$ cat src/rtl/aes_block_packer_pkg.sv
// aes_package: shared types and constants for the AES input block packer.
// Exports: packer_ctrl_t (start/swap/len), packer_flags_t (busy/done/counters),
//          packer_state_e, and the AES block/word geometry constants.
package aes_package;

  localparam int AES_BLOCK_W = 128;
  localparam int AES_WORD_W  = 32;
  localparam int PACK_WORDS  = AES_BLOCK_W / AES_WORD_W;
  localparam int PACK_LEN_W  = 16;

  typedef struct packed {
    logic                  start;  // one-cycle job start pulse
    logic                  swap;   // byte-reverse every incoming word
    logic [PACK_LEN_W-1:0] len;    // blocks per job, 0 = unlimited
  } packer_ctrl_t;

  typedef struct packed {
    logic                  busy;
    logic                  done;
    logic [1:0]            word_cnt;
    logic [PACK_LEN_W-1:0] blk_cnt;
  } packer_flags_t;

  typedef enum logic [1:0] {
    ST_IDLE = 2'd0,
    ST_RUN  = 2'd1,
    ST_DONE = 2'd2
  } packer_state_e;

endpackage

$ cat src/rtl/hwpe_stream_intf_stream.sv
// hwpe_stream_intf_stream: valid/ready stream bundle with byte strobes.
// Signals: valid, ready, data[DATA_WIDTH-1:0], strb[DATA_WIDTH/8-1:0].
// Modports: source drives valid/data/strb, sink drives ready.
interface hwpe_stream_intf_stream #(
  parameter int unsigned DATA_WIDTH = 32
);

  logic                    valid;
  logic                    ready;
  logic [DATA_WIDTH-1:0]   data;
  logic [DATA_WIDTH/8-1:0] strb;

  modport source (output valid, output data, output strb, input ready);
  modport sink   (input valid, input data, input strb, output ready);

endinterface

$ cat src/rtl/aes_block_packer.sv
// aes_block_packer: packs 32-bit streamer words into 128-bit AES blocks.
// Ports: clk_i, rst_i (async, active-high), clear_i (sync), enable_i (freeze),
//        in_i word sink, out_o block source, ctrl_i job control, flags_o status.
// Latency: block valid the cycle after its last word; 1 word/cycle sustained.
module aes_block_packer
  import aes_package::*;
#(
  parameter int unsigned IN_WIDTH  = AES_WORD_W,
  parameter int unsigned OUT_WIDTH = AES_BLOCK_W
) (
  input  logic                        clk_i,
  input  logic                        rst_i,
  input  logic                        clear_i,
  input  logic                        enable_i,
  hwpe_stream_intf_stream.sink        in_i,
  hwpe_stream_intf_stream.source      out_o,
  input  packer_ctrl_t                ctrl_i,
  output packer_flags_t               flags_o
);

  localparam int unsigned WORDS     = OUT_WIDTH / IN_WIDTH;
  localparam logic [1:0]  LAST_WORD = 2'(WORDS - 1);

  packer_state_e         r_state;
  packer_state_e         w_state_nxt;
  logic                  w_start_job;

  logic [1:0]            r_word_cnt;
  logic [PACK_LEN_W-1:0] r_blk_cnt;
  logic [PACK_LEN_W-1:0] w_blk_cnt_inc;

  logic [IN_WIDTH-1:0]   r_buf [WORDS-1];
  logic [OUT_WIDTH-1:0]  r_out_dat;
  logic                  r_out_vld;

  logic [IN_WIDTH-1:0]   w_word;
  logic [OUT_WIDTH-1:0]  w_blk;
  logic                  w_last_word;
  logic                  w_in_rdy;
  logic                  w_in_hs;
  logic                  w_out_vld;
  logic                  w_out_hs;
  logic                  w_unused_strb;

  // Input strobes carry no information for whole-word packing.
  assign w_unused_strb = ^in_i.strb;

  assign w_out_vld     = enable_i & r_out_vld;
  assign w_out_hs      = w_out_vld & out_o.ready;
  assign w_last_word   = (r_word_cnt == LAST_WORD);
  assign w_blk_cnt_inc = r_blk_cnt + PACK_LEN_W'(1);

  // The final word of a block needs a free output slot; a slot that drains
  // on this same edge counts as free, which keeps the pipe bubble-free.
  assign w_in_rdy = enable_i && (r_state == ST_RUN) &&
                    (!w_last_word || !r_out_vld || w_out_hs);
  assign w_in_hs  = w_in_rdy & in_i.valid;

  // Optional byte reversal of the incoming word.
  always_comb begin
    w_word = in_i.data;
    if (ctrl_i.swap) begin
      for (int b = 0; b < int'(IN_WIDTH / 8); b++) begin
        w_word[8*b +: 8] = in_i.data[int'(IN_WIDTH) - 8 - 8*b +: 8];
      end
    end
  end

  // Completed block: buffered words in the low slots, current word on top.
  always_comb begin
    w_blk = '0;
    for (int k = 0; k < int'(WORDS) - 1; k++) begin
      w_blk[k*int'(IN_WIDTH) +: IN_WIDTH] = r_buf[k];
    end
    w_blk[(int'(WORDS) - 1)*int'(IN_WIDTH) +: IN_WIDTH] = w_word;
  end

  always_ff @(posedge clk_i or posedge rst_i) begin
    if (rst_i) begin
      r_state <= ST_IDLE;
    end else if (clear_i) begin
      r_state <= ST_IDLE;
    end else begin
      r_state <= w_state_nxt;
    end
  end

  always_comb begin
    w_state_nxt = r_state;
    w_start_job = 1'b0;
    unique case (r_state)
      ST_IDLE, ST_DONE: begin
        if (enable_i && ctrl_i.start) begin
          w_state_nxt = ST_RUN;
          w_start_job = 1'b1;
        end
      end
      ST_RUN: begin
        // Job ends when the block bringing the count up to len leaves.
        if (w_out_hs && (ctrl_i.len != '0) && (w_blk_cnt_inc == ctrl_i.len)) begin
          w_state_nxt = ST_DONE;
        end
      end
      default: begin
        w_state_nxt = ST_IDLE;
      end
    endcase
  end

  always_ff @(posedge clk_i or posedge rst_i) begin
    if (rst_i) begin
      r_word_cnt <= '0;
      r_blk_cnt  <= '0;
      r_out_vld  <= 1'b0;
      r_out_dat  <= '0;
      for (int k = 0; k < int'(WORDS) - 1; k++) begin
        r_buf[k] <= '0;
      end
    end else if (clear_i) begin
      r_word_cnt <= '0;
      r_blk_cnt  <= '0;
      r_out_vld  <= 1'b0;
      r_out_dat  <= '0;
      for (int k = 0; k < int'(WORDS) - 1; k++) begin
        r_buf[k] <= '0;
      end
    end else if (w_start_job) begin
      r_word_cnt <= '0;
      r_blk_cnt  <= '0;
      r_out_vld  <= 1'b0;
    end else begin
      if (w_in_hs) begin
        r_word_cnt <= r_word_cnt + 2'd1;
        if (!w_last_word) begin
          r_buf[r_word_cnt] <= w_word;
        end
      end

      // A load on the draining edge keeps valid high with the new block.
      if (w_in_hs && w_last_word) begin
        r_out_dat <= w_blk;
        r_out_vld <= 1'b1;
      end else if (w_out_hs) begin
        r_out_vld <= 1'b0;
      end

      // Unlimited jobs saturate rather than wrap the block count.
      if (w_out_hs && !((ctrl_i.len == '0) && (&r_blk_cnt))) begin
        r_blk_cnt <= w_blk_cnt_inc;
      end
    end
  end

  assign in_i.ready  = w_in_rdy;
  assign out_o.valid = w_out_vld;
  assign out_o.data  = r_out_dat;
  assign out_o.strb  = '1;

  assign flags_o.busy     = (r_state == ST_RUN) | r_out_vld;
  assign flags_o.done     = (r_state == ST_DONE) & ~r_out_vld;
  assign flags_o.word_cnt = r_word_cnt;
  assign flags_o.blk_cnt  = r_blk_cnt;

endmodule

$ cat src/flat_wrapper.sv
// flat-port wrapper written by rule: the top's interface ports become plain ports
module aes_block_packer_flat import aes_package::*;
#(
  parameter int unsigned IN_WIDTH  = AES_WORD_W,
  parameter int unsigned OUT_WIDTH = AES_BLOCK_W
)
  (clk_i, rst_i, clear_i, enable_i, ctrl_i, flags_o, in_i_valid, in_i_data, in_i_strb, in_i_ready, out_o_valid, out_o_data, out_o_strb, out_o_ready);
  hwpe_stream_intf_stream #(.DATA_WIDTH(32)) in_i_i ();
  hwpe_stream_intf_stream #(.DATA_WIDTH(128)) out_o_i ();
  input  logic clk_i;
  input  logic rst_i;
  input  logic clear_i;
  input  logic enable_i;
  input  packer_ctrl_t ctrl_i;
  output packer_flags_t flags_o;
  input wire logic [$bits(in_i_i.valid)-1:0] in_i_valid;
  input wire logic [$bits(in_i_i.data)-1:0] in_i_data;
  input wire logic [$bits(in_i_i.strb)-1:0] in_i_strb;
  output wire logic [$bits(in_i_i.ready)-1:0] in_i_ready;
  output wire logic [$bits(out_o_i.valid)-1:0] out_o_valid;
  output wire logic [$bits(out_o_i.data)-1:0] out_o_data;
  output wire logic [$bits(out_o_i.strb)-1:0] out_o_strb;
  input wire logic [$bits(out_o_i.ready)-1:0] out_o_ready;
  assign in_i_i.valid = in_i_valid;
  assign in_i_i.data = in_i_data;
  assign in_i_i.strb = in_i_strb;
  assign in_i_ready = in_i_i.ready;
  assign out_o_valid = out_o_i.valid;
  assign out_o_data = out_o_i.data;
  assign out_o_strb = out_o_i.strb;
  assign out_o_i.ready = out_o_ready;
  aes_block_packer #(.IN_WIDTH(IN_WIDTH), .OUT_WIDTH(OUT_WIDTH)) u_core (.clk_i(clk_i), .rst_i(rst_i), .clear_i(clear_i), .enable_i(enable_i), .in_i(in_i_i), .out_o(out_o_i), .ctrl_i(ctrl_i), .flags_o(flags_o));
endmodule
$ cat config.mk
export PLATFORM = sky130hd
export DESIGN_NAME = aes_block_packer_flat
export DESIGN_NICKNAME = d
export VERILOG_FILES = /design/src/rtl/aes_block_packer_pkg.sv /design/src/rtl/hwpe_stream_intf_stream.sv /design/src/rtl/aes_block_packer.sv /design/src/flat_wrapper.sv
export SDC_FILE = /design/constraint.sdc
export NUM_CORES = 1
export LEC_CHECK = 0
export CAP_MARGIN = 20
export CORE_MARGIN = 1.5
export CORE_UTILIZATION = 40
export CTS_CLUSTER_SIZE = 40
export DETAILED_ROUTE_END_ITERATION = 12
export PLACE_DENSITY_LB_ADDON = 0.08
export SLEW_MARGIN = 20
export SYNTH_ARGS = -nofsm -noshare
export SYNTH_HDL_FRONTEND = slang
export SYNTH_SLANG_ARGS = --single-unit
$ cat constraint.sdc
create_clock -name clk_i -period 10.3 [get_ports clk_i]
set_clock_uncertainty 0.2 [all_clocks]
set_input_delay 2.06 -clock clk_i [delete_from_list [all_inputs] [get_ports clk_i]]
set_output_delay 2.06 -clock clk_i [all_outputs]
set_load 0.1 [all_outputs]
==> impl_metrics.ini <==
[power_and_ir_drop]
intPower_mw = 1.55
power_frac_seq_pct = 47.6
pwr-share-clk_pct = 45.3
power_density_nw_per_um2 = 151
switching_share_pct = 23.9
p_leak_nw = 5.71
irDropWorstVdd_mv = 0.103
comb_power_share_pct = 7.1
p_switching_mw = 0.487
total_power_mw = 2.04

[floorplan]
die_area_um2 = 27200
std_cell_rows = 59
die_y_um = 165
start_util_pct = 40.5
chipWidth_um = 165
coreArea_um2 = 25900
io_pins = 226

[setup_path]
cp.required_ps = 8040
critPathArrivalTime_ps = 3960
worstSetupPathType = in -> out
r2r_cells = 7
cp_cell_sequence = clkdlybuf4s50_1 -> o211a_1 -> clkdlybuf4s50_1
crit-reg2reg-launch = u_core.r_word_cnt[1]
crit_fanout = 6
start_kind = input pin
cp_common_cell = clkdlybuf4s50_1
setup.worst_path.end_class = primary output
cpPeakStageDelay_ps = 1120
rrSetupSlack_ps = 7190
slowest_stage = clkdlybuf4s50_1
r2r-end = u_core.out_o.data[27]

[clocking]
ctsResizeCount = 0
clk_pin_slew_worst_paths_ps = 60
cts_sinks = 245
cts_hold_buf = 0
cts_buffers = 27
cts_max_level = 1
cts-root-buf = clkbuf_16
cts_tree = built
clockBufferDepth = 3
postCtsSetupRepairBufs = 0
clkLatencyLatePin_ps = 530

[synthesis]
post-synth-top-area-cell = dfrtp_1
synthArstFlopShare_pct = 100
synth_seq_cells = 245
synth_enable_flop_cells = 0
synth_top_cell_area_share_pct = 58.4
yosys-top-cells-area = dfrtp_1 58%, a211oi_1 9.2%, a22o_1 8.1%
synth_ff_type = dfrtp_1
ys_warn_count = 0
ys_types = 50
synth_area_um2 = 10500
syn_avg_cell_area_um2 = 11.6
ys_seq_area_share_pct = 58.4
synth_cells = 904

[outcome]
status = finished, final reports clean

[routing]
drtIter0Drc = 464
wire_per_inst_um = 19.8
drc = 0
via_per_inst = 5.32
routed-via-count = 7572
wirelength_um = 28300
firstDrtPassIters = 4
ant_nets = 0

[cells_and_area]
final_cell_mix = 245 x dfrtp_1, 203 x clkdlybuf4s50_1, 156 x nor2_1, 128 x a211oi_1, 97 x a22o_1
final_net_count = 1134
final_cell_area_um2 = 13500
antenna_cells = 0
drive_above_1_share_pct = 6.06
layout.cells.most_common = dfrtp_1
syn_to_final_growth_pct = 28.4
layoutNonFillerInstCount = 1424
final_core_util_pct = 52.0

[run]
cap_violations = 0

[timing]
rsz0062_at_grt = no
slew-limit-headroom_pct = 28.7
fmax_ghz = 0.161
drv_slew = 0
hold_ws_ps = 285
min_period_ps = 6220
tns_ps = 0
worst_pin_slew_ps = 1070
setup_viol = 0
setup_ws_ps = 4080
hold_viol_final = 0
timing.final.crit_share_pct = 60.4

[min_path]
hp-class = reg -> reg
min_path_cells = 1
hold_end = u_core.out_o.data[72]
hold_start = u_core.r_buf[8]

[place]
post-place-ws_ps = 4070
portBuffers = 205
placed_area_um2 = 12600
dpl.hpwl_um = 18100
gp_congestion = 0.853
dp_cells = 1375

[global_routing]
antenna_found_initial = 0
grt_pass1_wl_um = 43500
grt_max_degree = 129
gr-usage-all-layers_pct = 20.7
grt_overflow = 0
grt_pass1_vias = 7375
==> layer usage <==
layer	global-route usage, %	vias up	share of wire, %
li1	-	3584	-
met1	31.0	3732	45
met2	31.2	225	46
met3	4.12	31	7.4
met4	4.05	0	1.6
met5	0	-	0
==> registers in the layout (all words and copies together), names as in the netlist <==
signal	count
u_core.r_out_vld	1
u_core.r_state	2
u_core.r_blk_cnt	16
u_core.out_o.data	128
u_core.r_buf	96
u_core.r_word_cnt	2
==> worst max-delay path by stage <==
stage             start                    to  slack (ps)  cells after the start
6_report       enable_i            in_i_ready        4080                      3
5_1_grt        enable_i            in_i_ready        4030                      3
4_1_cts        enable_i            in_i_ready        4080                      3
3_5_place_dp   enable_i            in_i_ready        4070                      3
3_3_place_gp   enable_i            in_i_ready        4090                      3
2_1_floorplan     rst_i  u_core.out_o.data[0]        1310                      1
==> synth_stat cells (2+ instances only) <==
| cell type | instances |
|---|---|
| and2_1 | 6 |
| o21ai_0 | 2 |
| o211ai_1 | 2 |
| nand3_1 | 14 |
| and3_1 | 4 |
| mux2i_1 | 36 |
| nor2_1 | 158 |
| nand4b_1 | 2 |
| nor2b_1 | 3 |
| o2111ai_1 | 3 |
| and4_1 | 4 |
| nor3_2 | 2 |
| dfrtp_1 | 245 |
| nor3_1 | 2 |
| clkbuf_2 | 3 |
| xor2_1 | 18 |
| nand4_1 | 7 |
| ha_1 | 5 |
| buf_1 | 4 |
| inv_1 | 7 |
| clkbuf_1 | 33 |
| a211oi_1 | 128 |
| xnor2_1 | 19 |
| buf_2 | 26 |
| buf_4 | 28 |
| a22o_1 | 97 |
| nand2_1 | 14 |
| nor4_1 | 7 |
| a21oi_1 | 4 |
==> worst max-delay path: cells and delay by family <==
kind	cells	cell delay, ps
AO/OA/AOI/OAI	1	180
buffers and inverters	2	1720
==> power groups by stage <==
| stage | combinational [mW] | clock, mW | sequential (mW) |
|---|---|---|---|
| 6_report | 0.145 | 0.922 | 0.970 |
| 5_1_grt | 0.158 | 0.986 | 0.970 |
| 4_1_cts | 0.149 | 0.947 | 0.970 |
| 3_5_place_dp | 0.148 | 0 | 0.987 |
| 3_3_place_gp | 0.148 | 0 | 0.987 |
| 2_1_floorplan | 0.0960 | 0 | 0.988 |
==> cell families after synthesis <==
| family | synth area share [%] |
|---|---|
| fa+ha+maj | 0.596 |
| compound gates | 18.8 |
| xor+xnor | 3.31 |
| simple gates | 10.3 |
| other cells | 0.0357 |
| mux | 3.43 |
| flops | 58.4 |
| buf+inv | 5.07 |
==> cell type report <==
type	count	area (µm²)
fillers	2354	12400
flip-flops and latches	245	6130
multi-input cells	572	3910
repair buffers	216	2130
clock buffers	43	786
well taps	335	419
clock inverters	6	66.3
inverters	7	33.8
Power figures use the tool's default switching activity.
